--- src/rtl/fetch_prefetch_buffer.sv ---
// Instruction prefetch buffer in front of the IF stage: issues in-order word fetches,
// buffers up to DEPTH {instr, pc} entries and flushes on an EX-stage redirect.
module fetch_prefetch_buffer #(
    parameter int          DEPTH    = 4,
    parameter logic [31:0] RESET_PC = 32'h0000_0000
) (
    input  logic        clk,
    input  logic        reset,
    input  logic        stall,
    input  logic        redirect_valid,
    input  logic [31:0] redirect_pc,
    output logic        imem_req_valid,
    input  logic        imem_req_ready,
    output logic [31:0] imem_req_addr,
    input  logic        imem_rsp_valid,
    input  logic [31:0] imem_rsp_data,
    output logic        instr_valid,
    output logic [31:0] instr,
    output logic [31:0] instr_pc,
    output logic [31:0] instr_pcplus4
);

    localparam int PW = $clog2(DEPTH);
    localparam int CW = PW + 1;

    logic [31:0]   fetch_pc;
    logic [31:0]   rsp_pc;
    logic [31:0]   instr_q [DEPTH];
    logic [31:0]   pc_q    [DEPTH];
    logic [PW-1:0] wr_ptr;
    logic [PW-1:0] rd_ptr;
    logic [CW-1:0] count;
    logic [CW-1:0] inflight;
    logic [CW-1:0] drop;
    logic [CW-1:0] inflight_next;
    logic [CW:0]   occupancy;
    logic [31:0]   redirect_aligned;
    logic          req_fire;
    logic          rsp_take;
    logic          push;
    logic          pop;

    assign occupancy        = {1'b0, count} + {1'b0, inflight};
    assign redirect_aligned = {redirect_pc[31:2], 2'b00};

    assign imem_req_valid = reset && !redirect_valid && (occupancy < (CW+1)'(DEPTH));
    assign imem_req_addr  = {fetch_pc[31:2], 2'b00};

    assign req_fire = imem_req_valid && imem_req_ready;
    // A response with nothing outstanding belongs to a pre-reset request and is ignored.
    assign rsp_take = imem_rsp_valid && (inflight != '0);
    assign push     = rsp_take && (drop == '0) && !redirect_valid;
    assign pop      = instr_valid && !stall && !redirect_valid;

    assign inflight_next = inflight + CW'(req_fire) - CW'(rsp_take);

    assign instr_valid   = (count != '0);
    assign instr         = instr_q[rd_ptr];
    assign instr_pc      = pc_q[rd_ptr];
    assign instr_pcplus4 = pc_q[rd_ptr] + 32'd4;

    always_ff @(posedge clk) begin
        if (!reset) begin
            fetch_pc <= RESET_PC;
            rsp_pc   <= RESET_PC;
            count    <= '0;
            inflight <= '0;
            drop     <= '0;
            wr_ptr   <= '0;
            rd_ptr   <= '0;
        end else begin
            inflight <= inflight_next;
            if (redirect_valid) begin
                // Everything still outstanding was fetched down the wrong path.
                fetch_pc <= redirect_aligned;
                rsp_pc   <= redirect_aligned;
                count    <= '0;
                drop     <= inflight_next;
                wr_ptr   <= '0;
                rd_ptr   <= '0;
            end else begin
                if (req_fire)
                    fetch_pc <= fetch_pc + 32'd4;
                if (rsp_take && (drop != '0))
                    drop <= drop - CW'(1);
                if (push) begin
                    wr_ptr <= wr_ptr + PW'(1);
                    rsp_pc <= rsp_pc + 32'd4;
                end
                if (pop)
                    rd_ptr <= rd_ptr + PW'(1);
                count <= count + CW'(push) - CW'(pop);
            end
        end
    end

    always_ff @(posedge clk) begin
        if (reset && push) begin
            instr_q[wr_ptr] <= imem_rsp_data;
            pc_q[wr_ptr]    <= rsp_pc;
        end
    end

endmodule

--- config.mk ---
export PLATFORM = sky130hd
export DESIGN_NAME = fetch_prefetch_buffer
export DESIGN_NICKNAME = d
export VERILOG_FILES = /design/src/rtl/fetch_prefetch_buffer.sv
export SDC_FILE = /design/constraint.sdc
export NUM_CORES = 1
export LEC_CHECK = 0
export BUFFER_PORTS_ARGS = -buffer_cell sky130_fd_sc_hd__buf_4
export CAP_MARGIN = 20
export CORE_MARGIN = 2
export CORE_UTILIZATION = 57
export DETAILED_ROUTE_END_ITERATION = 8
export PLACE_DENSITY = 0.8
export SLEW_MARGIN = 0
export SYNTH_ARGS = -nofsm -noshare
export SYNTH_HDL_FRONTEND = slang
export SYNTH_SLANG_ARGS = --single-unit
--- constraint.sdc ---
create_clock -name clk -period 4.72 [get_ports clk]
set_clock_uncertainty 0.05 [all_clocks]
set_input_delay 0.944 -clock clk [delete_from_list [all_inputs] [get_ports clk]]
set_output_delay 0.944 -clock clk [all_outputs]
set_load 0.03 [all_outputs]
-- After elaboration in Yosys (flattened, before gate mapping)
Memories as Yosys holds them, arrays and structs flattened. A register that Yosys moved wholly into a read port is not among the register bits.
Cells that the tools add are included.
- bits in registers: 77
- bits in latches: 0
- memory bits (writable): 256
- ROM bits: 0
- bits of input ports: 70
- word-level logic and storage cells: 56
- memories kept: 2
- add/subtract/negate cells: 11
- $mul: 0
- divide/modulo/power cells: 0
- order comparisons: 1
- eq/ne operators: 0
- shift-type cells: 0
- muxes and demuxes: 12
- bitwise gates (word level): 1
- reduce and logical (&&, ||, !) cells: 20
- memory list (name ; words ; width ; read ports ; clocked after Yosys merged registers in ; wr ports ; line ; text):
    instr_q ; 4 ; 32 ; 1 ; 1 ; 1 ; 28 ; logic [31:0] instr_q [DEPTH];
    pc_q ; 4 ; 32 ; 1 ; 1 ; 1 ; 29 ; logic [31:0] pc_q [DEPTH];
- operator list (cell ; count):
    32-bit 2-to-1 mux ; 4
    32-bit by 3-bit adder with 32-bit output, second input constant ; 3
    1-bit logical AND ; 10
    3-bit nonzero test ; 3
    2-bit 2-to-1 mux ; 4
    3-bit by 1-bit adder with 3-bit output ; 2
    3-bit 2-to-1 mux ; 2
    2-bit nonzero test ; 3
    3-bit by 1-bit subtractor with 3-bit output ; 2
    2-bit by 1-bit adder with 2-bit output, second input constant ; 2
    3-bit by 3-bit adder with 4-bit output ; 1
    4-bit by 3-bit < comparator with 1-bit output, second input constant ; 1
    3-bit logical NOT ; 1
    3-bit by 1-bit subtractor with 3-bit output, second input constant ; 1
    1-bit logical NOT ; 2
    1-bit 2-to-1 mux ; 2
    2-bit OR reduction ; 1
    1-bit NOT ; 1

-- Depth between registers and ports, before layout
- word-level depth: 7
- mapped depth: 14
- depth with buffers taken out: 13

-- Least setup slack after synthesis
No wires, ideal clock.
- path type: input-to-reg
- start point: input port redirect_valid
- end point: register drop[2]
- library setup time: 116 ps
- arrival: 3648 ps
- path slack: 905 ps
- cell stages on the path: 14
- cells stage by stage: buf_2 > or4b_4 > nor4b_4 > inv_2 > clkbuf_1 > ha_1 > inv_1 > ha_1 > inv_1 > fa_1 > xor2_1 > xnor2_1 > nand2_1 > o211a_1
- word-level cells in the longest chain between the ends: 7
- elaborated cells between the ends (all ways): 8
- classes of those cells: 2 x add/sub; 1 x mux; 5 x reduce/logical
- ends and longest elaborated chain (item ; line ; text):
    start: declaration ; 10 ; input logic redirect_valid,
    1-bit logical NOT ; 46 ; assign imem_req_valid = reset && !redirect_valid && (occupancy < (CW+1)'(DEPTH));
    1-bit logical AND (2 in a row) ; 46 ;
    1-bit logical AND ; 49 ; assign req_fire = imem_req_valid && imem_req_ready;
    3-bit by 1-bit adder with 3-bit output ; 55 ; assign inflight_next = inflight + CW'(req_fire) - CW'(rsp_take);
    3-bit by 1-bit subtractor with 3-bit output ; 55 ;
    3-bit 2-to-1 mux ; 73 ; if (redirect_valid) begin
    end signal: assignment ; 78 ; drop <= inflight_next;
    end signal: assignment ; 85 ; drop <= drop - CW'(1);
    end: declaration ; 34 ; logic [CW-1:0] drop;
Parallel ways exist; a longest one is shown, timed or not.
A chain may end at the register's enable or synchronous reset.

==> results.sh <==
export IMPL_cts_sinks=323
export IMPL_drc=0
export IMPL_fill_cells=1503
export IMPL_power_leakage_nw=5.78
export IMPL_clockBufferDepth=3
export IMPL_power_switching_w=0.00162
export IMPL_hold_viol=0
export IMPL_area_growth_pct=21.2
export IMPL_drive_gt1_share_pct=28.3
export IMPL_routed_wirelength_microns=31600
export IMPL_core_area_sq_um=23500
export IMPL_io_buffers=191
export IMPL_clkSlewWorstSetupHoldPaths_ns=0.06
export IMPL_syn_inst=924
export IMPL_hpwl_microns=19900
export IMPL_antenna_found_initial=0
export IMPL_final_util_pct=70.4
export IMPL_finalMaxSlewViolations=0
export IMPL_root_buffer="clkbuf_16"
export IMPL_p_int_w=0.00503
export IMPL_synth_ff_type="edfxtp_1"
export IMPL_final_setup_tns_ns=0
export IMPL_rsz0062_at_grt="no"
export IMPL_synth_distinct_cells=50
export IMPL_setup_worst_path_class="reg -> out"
export IMPL_grt_pass1_vias=8483
export IMPL_clkPwrFrac_pct=39.0
export IMPL_period_minus_slack_ns=4.36
export IMPL_yosysTopAreaCell="edfxtp_1"
export IMPL_cts_tree="done"
export IMPL_hold_class="reg -> reg"
export IMPL_cts_made_buffers=34
export IMPL_status="completed"
export IMPL_peakVddDrop_v=0.000253
export IMPL_placementRows=56
export IMPL_cp_start_kind="flop"
export IMPL_post_cts_buffers=0
export IMPL_ys_top_cells_by_count="edfxtp_1 (248), dfxtp_1 (75), mux4_2 (55), nand2_1 (50), xor2_1 (46)"
export IMPL_p_comb_share_pct=11.8
export IMPL_yosysMostFrequentCell="edfxtp_1"
export IMPL_dr_pass1_iters=5
export IMPL_tightestPinTransition_ns=1.12
export IMPL_ctsHoldBuffers=0
export IMPL_synth_edf_count=248
export IMPL_synthTopCellsByArea="edfxtp_1 (55%), dfxtp_1 (11%), mux4_2 (9.1%)"
export IMPL_grt_max_degree=67
export IMPL_dieWidth_microns=159
export IMPL_cts_resized=0
export IMPL_ant_nets=0
export IMPL_clock_latency_ns=0.51
export IMPL_slew_headroom_pct=24.9
export IMPL_num_nets_final=1209
export IMPL_grt_use_total_pct=25.0
export IMPL_synth_seq_area_share_pct=65.6
export IMPL_min_period_over_period_pct=92.5
export IMPL_drt_iter0_drc=714
export IMPL_critPathCaptureType="output pin"
export IMPL_maxCapViolCount=0
export IMPL_vias_per_cell=6.01
export IMPL_synth_area_sq_um=13600
export IMPL_htree_num_levels=2
export IMPL_p_sw_share_pct=24.4
export IMPL_die_height_microns=159
export IMPL_grt_pass1_wl_microns=47700
export IMPL_timing_fmax_ghz=0.229
export IMPL_seqPwrFrac_pct=49.2
export IMPL_yosysTopAreaCellShare_pct=54.6
export IMPL_globalplace_congestion=0.875
export IMPL_syn_area_per_cell_sq_um=14.8
export IMPL_start_util_pct=58.1
export IMPL_ioPinCount=200
export IMPL_ys_ff_latch=323
export IMPL_synth_warnings=0
export IMPL_num_vias=8809
export IMPL_gr_total_overflow=0
export IMPL_worstPathArrival_ns=3.37
export IMPL_drt_wirelength_per_cell_microns=21.6
export IMPL_fp_dieArea_sq_um=25200
export IMPL_setup_viol=0
export IMPL_critPathRequiredTime_ns=3.73
export IMPL_synthArstFlopShare_pct=0
export IMPL_antennaDiodeCount=0
export IMPL_cellPowerDensity_nw_per_um2=402
export IMPL_path_max_fanout=20
==> layout make-up <==
cell class	count	area, sq um	share of cell area (%)
multi-input combinational	531	4380	26.5
clock buffer	44	923	5.59
clock inverter	17	168	1.01
tap	319	399	2.41
inverter	24	90.1	0.545
timing repair buffer	208	1610	9.75
sequential	323	8950	54.2
==> placed cells by master, fill, tap and decap left out, types with 19 or more instances in the layout <==
cell / instances
nor2_1: 45
clkbuf_16: 35
nand2_1: 50
mux4_2: 55
edfxtp_1: 248
o21ai_0: 39
nand3_1: 29
inv_1: 23
nand4_1: 36
a21oi_1: 43
xor2_1: 46
a31oi_1: 19
xnor2_1: 24
buf_4: 204
dfxtp_1: 73
==> power by group through the flow <==
stage / logic [W] / clock network, W / registers (W)
4_1_cts: 0.000786 / 0.00263 / 0.00327
6_report: 0.000786 / 0.00259 / 0.00327
5_1_grt: 0.000847 / 0.00275 / 0.00328
2_1_floorplan: 0.000471 / 0 / 0.00332
3_5_place_dp: 0.000779 / 0 / 0.00332
3_3_place_gp: 0.000760 / 0 / 0.00331
==> state kept, by name, indices dropped and copies added (netlist names), named ones only <==
signal,count
instr_q,128
pc_q,120
fetch_pc,30
rsp_pc,30
count,3
drop,3
inflight,3
rd_ptr,2
wr_ptr,2
==> per-layer routing <==
layer  share of wire, %  routed length (microns)  vias to the layer above  track usage [%]
met5                  0                        0                        -                0
met4                2.4                      774                        0             7.21
met3                 10                     3230                       54             5.80
met2                 47                    15000                      465             40.6
met1                 40                    12600                     4314             34.2
li1                   -                        -                     3976                -
==> path summary, 6_finish.rpt <==
kind,startpoint,endpoint,slack [ns],depth (start not counted)
worst max-delay path,flop,instr_pcplus4[28],0.36,7
worst min-delay path,wr_ptr[1],wr_ptr[1],0.48,2
worst max register to register,count[2],drop[2],1.69,13
worst min register to register,wr_ptr[1],wr_ptr[1],0.48,2
==> through the flow <==
stage | cells | area (sq um) | setup slack (ns) | power, W | hold slack (ns)
after global placement | 1405 | 15400 | 1.00 | 0.00407 | 0.453
after detailed placement | 1405 | 15400 | 0.962 | 0.00410 | 0.460
after CTS | 1466 | 16500 | 0.343 | 0.00669 | 0.479
after global routing | 1466 | 16500 | 0.163 | 0.00687 | 0.491
final | 1466 | 16500 | 0.356 | 0.00665 | 0.477
after floorplan | 929 | 13700 | 0.905 | 0.00380 | 0.408
==> logic make-up (layout without fill, tap and decap cells) <==
group	Yosys count	in the layout	synth area share [%]
AOI/OAI and AO/OA	132	132	5.72
xor gates and xnor gates	70	70	4.50
adders and majority gates	17	17	1.67
buffers and inverters	75	293	2.47
DFF	323	323	65.6
muxes	65	65	10.6
other	1	6	0.0275
and+or+nand+nor	241	241	9.45
==> worst max-delay path, stage by stage, from the launching register on <==
cell     delay [ns]
dfxtp_2        0.63
buf_4          0.40
mux4_2         0.31
and4_2         0.28
nand4_1        0.33
nor4_1         0.50
xor2_1         0.21
buf_4          0.19
Power figures use the tool's default switching activity.
